`src/rtl/vga_snake_pkg.sv`:
```
// Shared constants for the multi-player snake VGA front end:
// 640x480@60 timing, cell code encodings, colour tables and grid size.
package vga_snake_pkg;

   localparam int H_ACTIVE = 640;
   localparam int H_FRONT  = 16;
   localparam int H_SYNC   = 96;
   localparam int H_BACK   = 48;
   localparam int V_ACTIVE = 480;
   localparam int V_FRONT  = 10;
   localparam int V_SYNC   = 2;
   localparam int V_BACK   = 33;

   localparam int GRID_W      = 40;
   localparam int GRID_H      = 30;
   localparam int MAX_PLAYERS = 4;

   typedef enum logic [1:0] {
      CODE_NONE = 2'b00,
      CODE_BODY = 2'b01,
      CODE_HEAD = 2'b10,
      CODE_WALL = 2'b11
   } code_e;

   localparam logic [11:0] WALL_C  = 12'h888;
   localparam logic [11:0] APPLE_C = 12'hF00;
   localparam logic [11:0] BG_C    = 12'h021;

   // Index 0 is the rightmost entry.
   localparam logic [3:0][11:0] HEAD_C =
      {12'hF0F, 12'h0FF, 12'h00F, 12'h0F0};
   localparam logic [3:0][11:0] BODY_C =
      {12'h808, 12'h088, 12'h008, 12'h080};

endpackage

```
`src/rtl/vga_timing_gen.sv`:
```
// VGA timing: pixel clock-enable divider, h/v counters, raw syncs, active, frame_tick.
// Ports: clk, rst (async active-low) in; x_pos, y_pos, pix_en, frame_tick, hsync_raw, vsync_raw, active out.
module vga_timing_gen
   import vga_snake_pkg::*;
#(
   parameter int CLK_DIV = 4,
   parameter int H_ACT   = H_ACTIVE,
   parameter int H_FP    = H_FRONT,
   parameter int H_SW    = H_SYNC,
   parameter int H_BP    = H_BACK,
   parameter int V_ACT   = V_ACTIVE,
   parameter int V_FP    = V_FRONT,
   parameter int V_SW    = V_SYNC,
   parameter int V_BP    = V_BACK
) (
   input  logic       clk,
   input  logic       rst,
   output logic [9:0] x_pos,
   output logic [9:0] y_pos,
   output logic       pix_en,
   output logic       frame_tick,
   output logic       hsync_raw,
   output logic       vsync_raw,
   output logic       active
);

   localparam int DIV_W = $clog2(CLK_DIV);
   localparam logic [DIV_W-1:0] DIV_MAX = DIV_W'(CLK_DIV - 1);

   localparam logic [9:0] H_LAST = 10'(H_ACT + H_FP + H_SW + H_BP - 1);
   localparam logic [9:0] V_LAST = 10'(V_ACT + V_FP + V_SW + V_BP - 1);
   localparam logic [9:0] H_ACT_C = 10'(H_ACT);
   localparam logic [9:0] V_ACT_C = 10'(V_ACT);
   localparam logic [9:0] V_ACT_LAST = 10'(V_ACT - 1);
   localparam logic [9:0] HS_BEG = 10'(H_ACT + H_FP);
   localparam logic [9:0] HS_END = 10'(H_ACT + H_FP + H_SW);
   localparam logic [9:0] VS_BEG = 10'(V_ACT + V_FP);
   localparam logic [9:0] VS_END = 10'(V_ACT + V_FP + V_SW);

   logic [DIV_W-1:0] div;
   logic [9:0]       h_cnt;
   logic [9:0]       v_cnt;

   always_ff @(posedge clk or negedge rst) begin
      if (!rst) begin
         div   <= '0;
         h_cnt <= '0;
         v_cnt <= '0;
      end else begin
         if (pix_en) begin
            div <= '0;
            if (h_cnt == H_LAST) begin
               h_cnt <= '0;
               if (v_cnt == V_LAST) v_cnt <= '0;
               else                 v_cnt <= v_cnt + 10'd1;
            end else begin
               h_cnt <= h_cnt + 10'd1;
            end
         end else begin
            div <= div + 1'b1;
         end
      end
   end

   assign pix_en     = (div == DIV_MAX);
   assign x_pos      = h_cnt;
   assign y_pos      = v_cnt;
   assign active     = (h_cnt < H_ACT_C) && (v_cnt < V_ACT_C);
   assign hsync_raw  = !((h_cnt >= HS_BEG) && (h_cnt < HS_END));
   assign vsync_raw  = !((v_cnt >= VS_BEG) && (v_cnt < VS_END));
   assign frame_tick = pix_en && (h_cnt == H_LAST) && (v_cnt == V_ACT_LAST);

endmodule

```
`src/rtl/vga_multi_snake_display.sv`:
```
// N-player snake VGA front end: timing, colour compositing, per-frame hit/crash pulses, heartbeat LED.
// Ports: clk, rst (async active-low), snake_code, apple_x, apple_y in;
// x_pos, y_pos, pix_en, frame_tick, hsync, vsync, color_out, hit_flag, crash_flag, led_heartbeat out.
module vga_multi_snake_display
   import vga_snake_pkg::*;
#(
   parameter int NUM_PLAYERS      = 2,
   parameter int CLK_DIV          = 4,
   parameter int CELL_SHIFT       = 4,
   parameter int HEARTBEAT_FRAMES = 30,
   parameter int H_ACT            = H_ACTIVE,
   parameter int H_FP             = H_FRONT,
   parameter int H_SW             = H_SYNC,
   parameter int H_BP             = H_BACK,
   parameter int V_ACT            = V_ACTIVE,
   parameter int V_FP             = V_FRONT,
   parameter int V_SW             = V_SYNC,
   parameter int V_BP             = V_BACK
) (
   input  logic                     clk,
   input  logic                     rst,
   input  logic [2*NUM_PLAYERS-1:0] snake_code,
   input  logic [6*NUM_PLAYERS-1:0] apple_x,
   input  logic [5*NUM_PLAYERS-1:0] apple_y,
   output logic [9:0]               x_pos,
   output logic [9:0]               y_pos,
   output logic                     pix_en,
   output logic                     frame_tick,
   output logic                     hsync,
   output logic                     vsync,
   output logic [11:0]              color_out,
   output logic [NUM_PLAYERS-1:0]   hit_flag,
   output logic [NUM_PLAYERS-1:0]   crash_flag,
   output logic                     led_heartbeat
);

   localparam logic [9:0] GRID_W_C = 10'(H_ACT >> CELL_SHIFT);
   localparam logic [9:0] GRID_H_C = 10'(V_ACT >> CELL_SHIFT);

   localparam int HB_W = (HEARTBEAT_FRAMES > 1) ? $clog2(HEARTBEAT_FRAMES) : 1;
   localparam logic [HB_W-1:0] HB_LAST = HB_W'(HEARTBEAT_FRAMES - 1);

   logic active;
   logic hs_raw;
   logic vs_raw;

   vga_timing_gen #(
      .CLK_DIV (CLK_DIV),
      .H_ACT   (H_ACT),
      .H_FP    (H_FP),
      .H_SW    (H_SW),
      .H_BP    (H_BP),
      .V_ACT   (V_ACT),
      .V_FP    (V_FP),
      .V_SW    (V_SW),
      .V_BP    (V_BP)
   ) u_timing (
      .clk        (clk),
      .rst        (rst),
      .x_pos      (x_pos),
      .y_pos      (y_pos),
      .pix_en     (pix_en),
      .frame_tick (frame_tick),
      .hsync_raw  (hs_raw),
      .vsync_raw  (vs_raw),
      .active     (active)
   );

   logic [9:0] cell_x;
   logic [9:0] cell_y;

   assign cell_x = x_pos >> CELL_SHIFT;
   assign cell_y = y_pos >> CELL_SHIFT;

   logic [NUM_PLAYERS-1:0] is_head;
   logic [NUM_PLAYERS-1:0] is_body;
   logic [NUM_PLAYERS-1:0] is_wall;
   logic [NUM_PLAYERS-1:0] is_apple;
   logic [NUM_PLAYERS-1:0] occ;
   logic [NUM_PLAYERS-1:0] others;
   logic [NUM_PLAYERS-1:0] hit_now;
   logic [NUM_PLAYERS-1:0] crash_now;
   logic                   any_head;
   logic                   any_body;
   logic [11:0]            head_c;
   logic [11:0]            body_c;
   logic [11:0]            pix_c;
   logic [9:0]             ax;
   logic [9:0]             ay;

   always_comb begin
      is_head   = '0;
      is_body   = '0;
      is_wall   = '0;
      is_apple  = '0;
      occ       = '0;
      others    = '0;
      hit_now   = '0;
      crash_now = '0;
      any_head  = 1'b0;
      any_body  = 1'b0;
      head_c    = BG_C;
      body_c    = BG_C;
      ax        = '0;
      ay        = '0;
      for (int i = 0; i < NUM_PLAYERS; i++) begin
         is_head[i] = (snake_code[2*i +: 2] == CODE_HEAD);
         is_body[i] = (snake_code[2*i +: 2] == CODE_BODY);
         is_wall[i] = (snake_code[2*i +: 2] == CODE_WALL);
         ax = 10'(apple_x[6*i +: 6]);
         ay = 10'(apple_y[5*i +: 5]);
         // Out-of-grid apples can never match a visible cell.
         is_apple[i] = (ax == cell_x) && (ay == cell_y)
                    && (ax < GRID_W_C) && (ay < GRID_H_C);
      end
      occ = is_head | is_body;
      for (int i = 0; i < NUM_PLAYERS; i++) begin
         if (is_head[i] && !any_head) begin
            any_head = 1'b1;
            head_c   = HEAD_C[i[1:0]];
         end
         if (is_body[i] && !any_body) begin
            any_body = 1'b1;
            body_c   = BODY_C[i[1:0]];
         end
         others     = occ;
         others[i]  = 1'b0;
         hit_now[i]   = active && is_head[i] && is_apple[i];
         // A wall under the head is left to the game logic.
         crash_now[i] = active && is_head[i] && (|others);
      end
      if (|is_wall)       pix_c = WALL_C;
      else if (any_head)  pix_c = head_c;
      else if (|is_apple) pix_c = APPLE_C;
      else if (any_body)  pix_c = body_c;
      else                pix_c = BG_C;
   end

   logic [NUM_PLAYERS-1:0] hit_pend;
   logic [NUM_PLAYERS-1:0] crash_pend;

   always_ff @(posedge clk or negedge rst) begin
      if (!rst) begin
         color_out  <= '0;
         hsync      <= 1'b1;
         vsync      <= 1'b1;
         hit_pend   <= '0;
         crash_pend <= '0;
         hit_flag   <= '0;
         crash_flag <= '0;
      end else begin
         hit_flag   <= '0;
         crash_flag <= '0;
         if (pix_en) begin
            // Syncs share the colour stage so they stay pixel-aligned.
            color_out <= active ? pix_c : 12'h000;
            hsync     <= hs_raw;
            vsync     <= vs_raw;
            if (frame_tick) begin
               hit_flag   <= hit_pend | hit_now;
               crash_flag <= crash_pend | crash_now;
               hit_pend   <= '0;
               crash_pend <= '0;
            end else begin
               hit_pend   <= hit_pend | hit_now;
               crash_pend <= crash_pend | crash_now;
            end
         end
      end
   end

   logic [HB_W-1:0] hb_cnt;

   always_ff @(posedge clk or negedge rst) begin
      if (!rst) begin
         hb_cnt        <= '0;
         led_heartbeat <= 1'b0;
      end else if (frame_tick) begin
         if (hb_cnt == HB_LAST) begin
            hb_cnt        <= '0;
            led_heartbeat <= ~led_heartbeat;
         end else begin
            hb_cnt <= hb_cnt + 1'b1;
         end
      end
   end

endmodule

```
`config.mk`:
```
export PLATFORM = sky130hd
export DESIGN_NAME = vga_multi_snake_display
export DESIGN_NICKNAME = d
export VERILOG_FILES = /design/src/rtl/vga_snake_pkg.sv /design/src/rtl/vga_timing_gen.sv /design/src/rtl/vga_multi_snake_display.sv
export SDC_FILE = /design/constraint.sdc
export NUM_CORES = 1
export LEC_CHECK = 0
export CORE_MARGIN = 4
export CORE_UTILIZATION = 30
export DETAILED_ROUTE_END_ITERATION = 12
export HOLD_SLACK_MARGIN = 0.05
export PLACE_DENSITY = 0.6
export SKIP_LAST_GASP = 1
export SYNTH_ARGS = -nofsm -noshare
export SYNTH_HDL_FRONTEND = slang
export SYNTH_HIERARCHICAL = 1
export SYNTH_SLANG_ARGS = --single-unit
```
`constraint.sdc`:
```
create_clock -name clk -period 2.3 [get_ports clk]
set_input_delay 0.575 -clock clk [delete_from_list [all_inputs] [get_ports clk]]
set_output_delay 0.575 -clock clk [all_outputs]
set_load 0.02 [all_outputs]
```
==> results.rst <==
.. list-table::
   :header-rows: 1

   * - Metric
     - Value
   * - Clock root buffer master
     - sky130_fd_sc_hd__clkbuf_8
   * - Final total power
     - 1.50 mW
   * - Pre-CTS setup slack
     - -0.267 ns
   * - Ratio of total power to cell area
     - 389 mW/mm^2
   * - Setup repair after global routing missed its margin
     - true
   * - Post-Synthesis Cell Area
     - 0.00268 mm^2
   * - Peak Freq
     - 438 MHz
   * - Number of I/O port buffers
     - 68
   * - Relative area change from synthesis to final layout
     - 43.6%
   * - Maximum clock skew at final layout
     - 0.0124 ns
   * - Diode count
     - 0
   * - Vias in the first global route
     - 2,363
   * - Slew of the pin with the lowest slew margin
     - 0.415 ns
   * - Category of the critical setup timing path
     - reg2out
   * - Sinks on the clock net
     - 46
   * - Number of nets in the final layout
     - 426
   * - Number of nets produced by synthesis
     - 324
   * - Detail Route Antenna Nets
     - 0
   * - Clock slew at reported path FFs
     - 0.09 ns
   * - Worst path max stage delay
     - 0.36 ns
   * - Placeable core region
     - 0.00872 mm^2
   * - Area used by sequential logic in the layout
     - 0.00116 mm^2
   * - Data required time of the critical path
     - 1.73 ns
   * - Most instantiated cells after synthesis
     - 44 x sky130_fd_sc_hd__dfrtp_1, 28 x sky130_fd_sc_hd__xnor2_1, 27 x sky130_fd_sc_hd__nand2_1
   * - Fin crit period
     - 2.28 ns
   * - Length of the first detailed-routing pass in iterations
     - 4
   * - Element type at the critical path end
     - primary output
   * - First-pass GRT wire length
     - 11.8 mm
   * - H-tree depth
     - 2
   * - Half-perimeter wire length after detailed placement
     - 5.70 mm
   * - YS warnings
     - 6
   * - GRT Overall Usage
     - 14.4%
   * - Critical Path, Cell by Cell
     - ha_1, and3_1, and3_4, nand2_1, nor4_4, buf_4
   * - Worst-case setup margin in the final layout
     - 0.0174 ns
   * - Std cell rows
     - 34
   * - DRC
     - 0
   * - Total routed wirelength
     - 7.41 mm
   * - Number of top-level pins
     - 69
   * - Iter 0 DRT Violations
     - 71
   * - Height of the chip
     - 103 um
   * - Most frequent cell after synthesis
     - sky130_fd_sc_hd__dfrtp_1
   * - Sequential area share after synthesis
     - 43.0%
   * - Multi-input logic area
     - 0.00144 mm^2
   * - Final Hold Vio Count
     - 0
   * - # Max-Cap Violations
     - 0
   * - Cell at the slowest stage of the critical path
     - sky130_fd_sc_hd__dfrtp_1
   * - Final Slew Violations
     - 0
   * - Relative max-transition margin
     - 72.1%
   * - Clk_lat worst skew
     - 0.30 ns
   * - Max Buffers Root-to-Sink
     - 2
   * - Routability congestion estimate from global placement
     - 0.827
   * - Post-synth EDFFs
     - 0
   * - Fraction of layout instances using a drive strength above 1
     - 16.9%
   * - Antenna violations before repair
     - 0
   * - Filler cell count in the final layout
     - 857
   * - Sum of overflow across all layers after global routing
     - 0
   * - End-of-flow core utilization
     - 44.2%
   * - Floorplan die area
     - 0.0105 mm^2
   * - Count of vias placed by the detailed router
     - 2,398
   * - Worst EP arrival
     - 1.71 ns
   * - Initial standard-cell utilization of the core
     - 30.8%
   * - Pin count of the biggest net entering global routing
     - 47
   * - Total clock buffers created by CTS
     - 5
   * - Async set-reset flop share out of synthesis
     - 100%
   * - Count of cell types in the netlist
     - 46
   * - Area share of the largest cell type after synthesis
     - 41.0%
   * - Portion of the clock cycle consumed by the worst path in the final layout
     - 99.2%
   * - Leakage dissipation
     - 1.56 nW
   * - Prevailing post-synth register cell
     - sky130_fd_sc_hd__dfrtp_1
   * - Cell types occupying the most area after synthesis
     - sky130_fd_sc_hd__dfrtp_1 41%, sky130_fd_sc_hd__xnor2_1 9.1%, sky130_fd_sc_hd__ha_1 6.5%
   * - TritonCTS clock tree
     - yes
   * - Worst setup SP type
     - flip-flop
   * - CP max FO
     - 3
   * - Per-cell via count in the routed design
     - 4.86
   * - Cell count after synthesis
     - 282
   * - Yosys top cell by area
     - sky130_fd_sc_hd__dfrtp_1
   * - Mean area per synthesized cell
     - 9.52 um^2
   * - Max VDD drop
     - 0.230 mV
   * - Hold buffer count at CTS
     - 0
   * - Yosys reg bits
     - 46
   * - Setup-violating endpoint count in the final report
     - 0
   * - Run status
     - complete, no violations
   * - Die width
     - 103 um
   * - Min-delay worst type
     - in2async
   * - Wirelength per Cell
     - 15.0 um
-- per-layer routing --
| metal | up-vias | global-route usage (%) | wire length (um) |
|---|---|---|---|
| met1 | 1151 | 19.3 | 3520 |
| met2 | 49 | 24.1 | 3550 |
| met4 | 0 | 3.33 | 57 |
| li1 | 1193 | - | - |
| met5 | - | 0 | 0 |
| met3 | 5 | 2.98 | 286 |
-- what timing repair did --
item	CTS	global route
buffers inserted	1	0
endpoints found under the setup margin	2	1
gates resized for setup	8	0
pin swaps	1	0
gates cloned	0	0
-- path summary, 6_finish.rpt --
path                                                from                   endpoint  slack [ns]  cells past startpoint
max                        u_timing/y_pos[0]$_DFFE_PN0P_                 frame_tick        0.02                      6
min                                                  rst  color_out[10]$_DFFE_PN0P_        0.24                      2
max reg2reg                u_timing/y_pos[0]$_DFFE_PN0P_      hb_cnt[4]$_DFFE_PN0P_        0.34                     10
min reg2reg                    u_timing/div[0]$_DFF_PN0_  u_timing/div[0]$_DFF_PN0_        0.44                      1
max in group asynchronous                            rst          hsync$_DFFE_PN1P_        1.77                      2
min in group clk               u_timing/div[0]$_DFF_PN0_  u_timing/div[0]$_DFF_PN0_        0.44                      1
-- cells by family (layout without fill, tap and decap cells) --
kind of cell               after synthesis  after routing  share of synthesized area (%)
and+or+nand+nor                        114            114                           23.4
muxes                                    5              5                           2.00
DFF                                     46             46                           43.0
AOI/OAI and AO/OA                       42             42                           9.74
xor gates and xnor gates                32             32                           10.4
adders and majority gates               14             14                           6.53
buffers and inverters                   29            132                           4.94
-- cell type report --
class / count / area share [%]
tap: 108 / 3.51
timing repair buffer: 107 / 25.5
inverter: 17 / 1.66
clock buffer: 8 / 2.08
sequential: 46 / 30.1
multi-input combinational: 207 / 37.2
-- critical path, delay by kind of cell, from the launching register on --
family,cells,cell delay (ns)
and+or+nand+nor,4,0.68
adders and majority gates,1,0.18
buffers and inverters,1,0.20
DFF,1,0.36
-- flip-flops by register name, summed over array words and instances (netlist names) --
register and count:
vsync 1, hit_flag 2, hit_pend 2, u_timing/x_pos 10
crash_pend 2, led_heartbeat 1, u_timing/y_pos 10, color_out 8
crash_flag 2, u_timing/div 2, hb_cnt 5, hsync 1
-- metrics by stage --
step / TNS, ns / hold WS (ns) / area [um^2] / std cells
6_report: 0 / 0.244 / 3850 / 493
2_1_floorplan: 0 / 0.279 / 2730 / 282
4_1_cts: -0.0178 / 0.243 / 3850 / 493
3_3_place_gp: -0.455 / 0.416 / 3760 / 484
3_5_place_dp: -0.588 / 0.422 / 3760 / 484
5_1_grt: -0.110 / 0.258 / 3850 / 493
-- power by group --
part           total, mW  internal (mW)  switching, mW
logic              0.190          0.102         0.0874
clock network      0.479          0.216          0.262
registers          0.832          0.823        0.00837
-- cells in the final DEF (no fill, tap or decap), types with 3 or more instances in the layout --
| master | count |
|---|---|
| sky130_fd_sc_hd__nor2_1 | 24 |
| sky130_fd_sc_hd__nand2_1 | 27 |
| sky130_fd_sc_hd__nor4_2 | 3 |
| sky130_fd_sc_hd__nor3_1 | 5 |
| sky130_fd_sc_hd__nand4_1 | 13 |
| sky130_fd_sc_hd__o21ai_0 | 14 |
| sky130_fd_sc_hd__and2_1 | 3 |
| sky130_fd_sc_hd__a31oi_1 | 3 |
| sky130_fd_sc_hd__clkbuf_1 | 3 |
| sky130_fd_sc_hd__buf_4 | 38 |
| sky130_fd_sc_hd__dfrtp_2 | 4 |
| sky130_fd_sc_hd__xor2_1 | 4 |
| sky130_fd_sc_hd__clkbuf_8 | 5 |
| sky130_fd_sc_hd__ha_1 | 13 |
| sky130_fd_sc_hd__inv_1 | 17 |
| sky130_fd_sc_hd__nand2b_1 | 6 |
| sky130_fd_sc_hd__dfrtp_1 | 40 |
| sky130_fd_sc_hd__a21oi_1 | 10 |
| sky130_fd_sc_hd__and3_1 | 6 |
| sky130_fd_sc_hd__nand3_1 | 12 |
| sky130_fd_sc_hd__clkdlybuf4s50_1 | 65 |
| sky130_fd_sc_hd__mux2_2 | 3 |
| sky130_fd_sc_hd__xnor2_1 | 28 |
No activity file was read; power rests on OpenSTA's default activity.
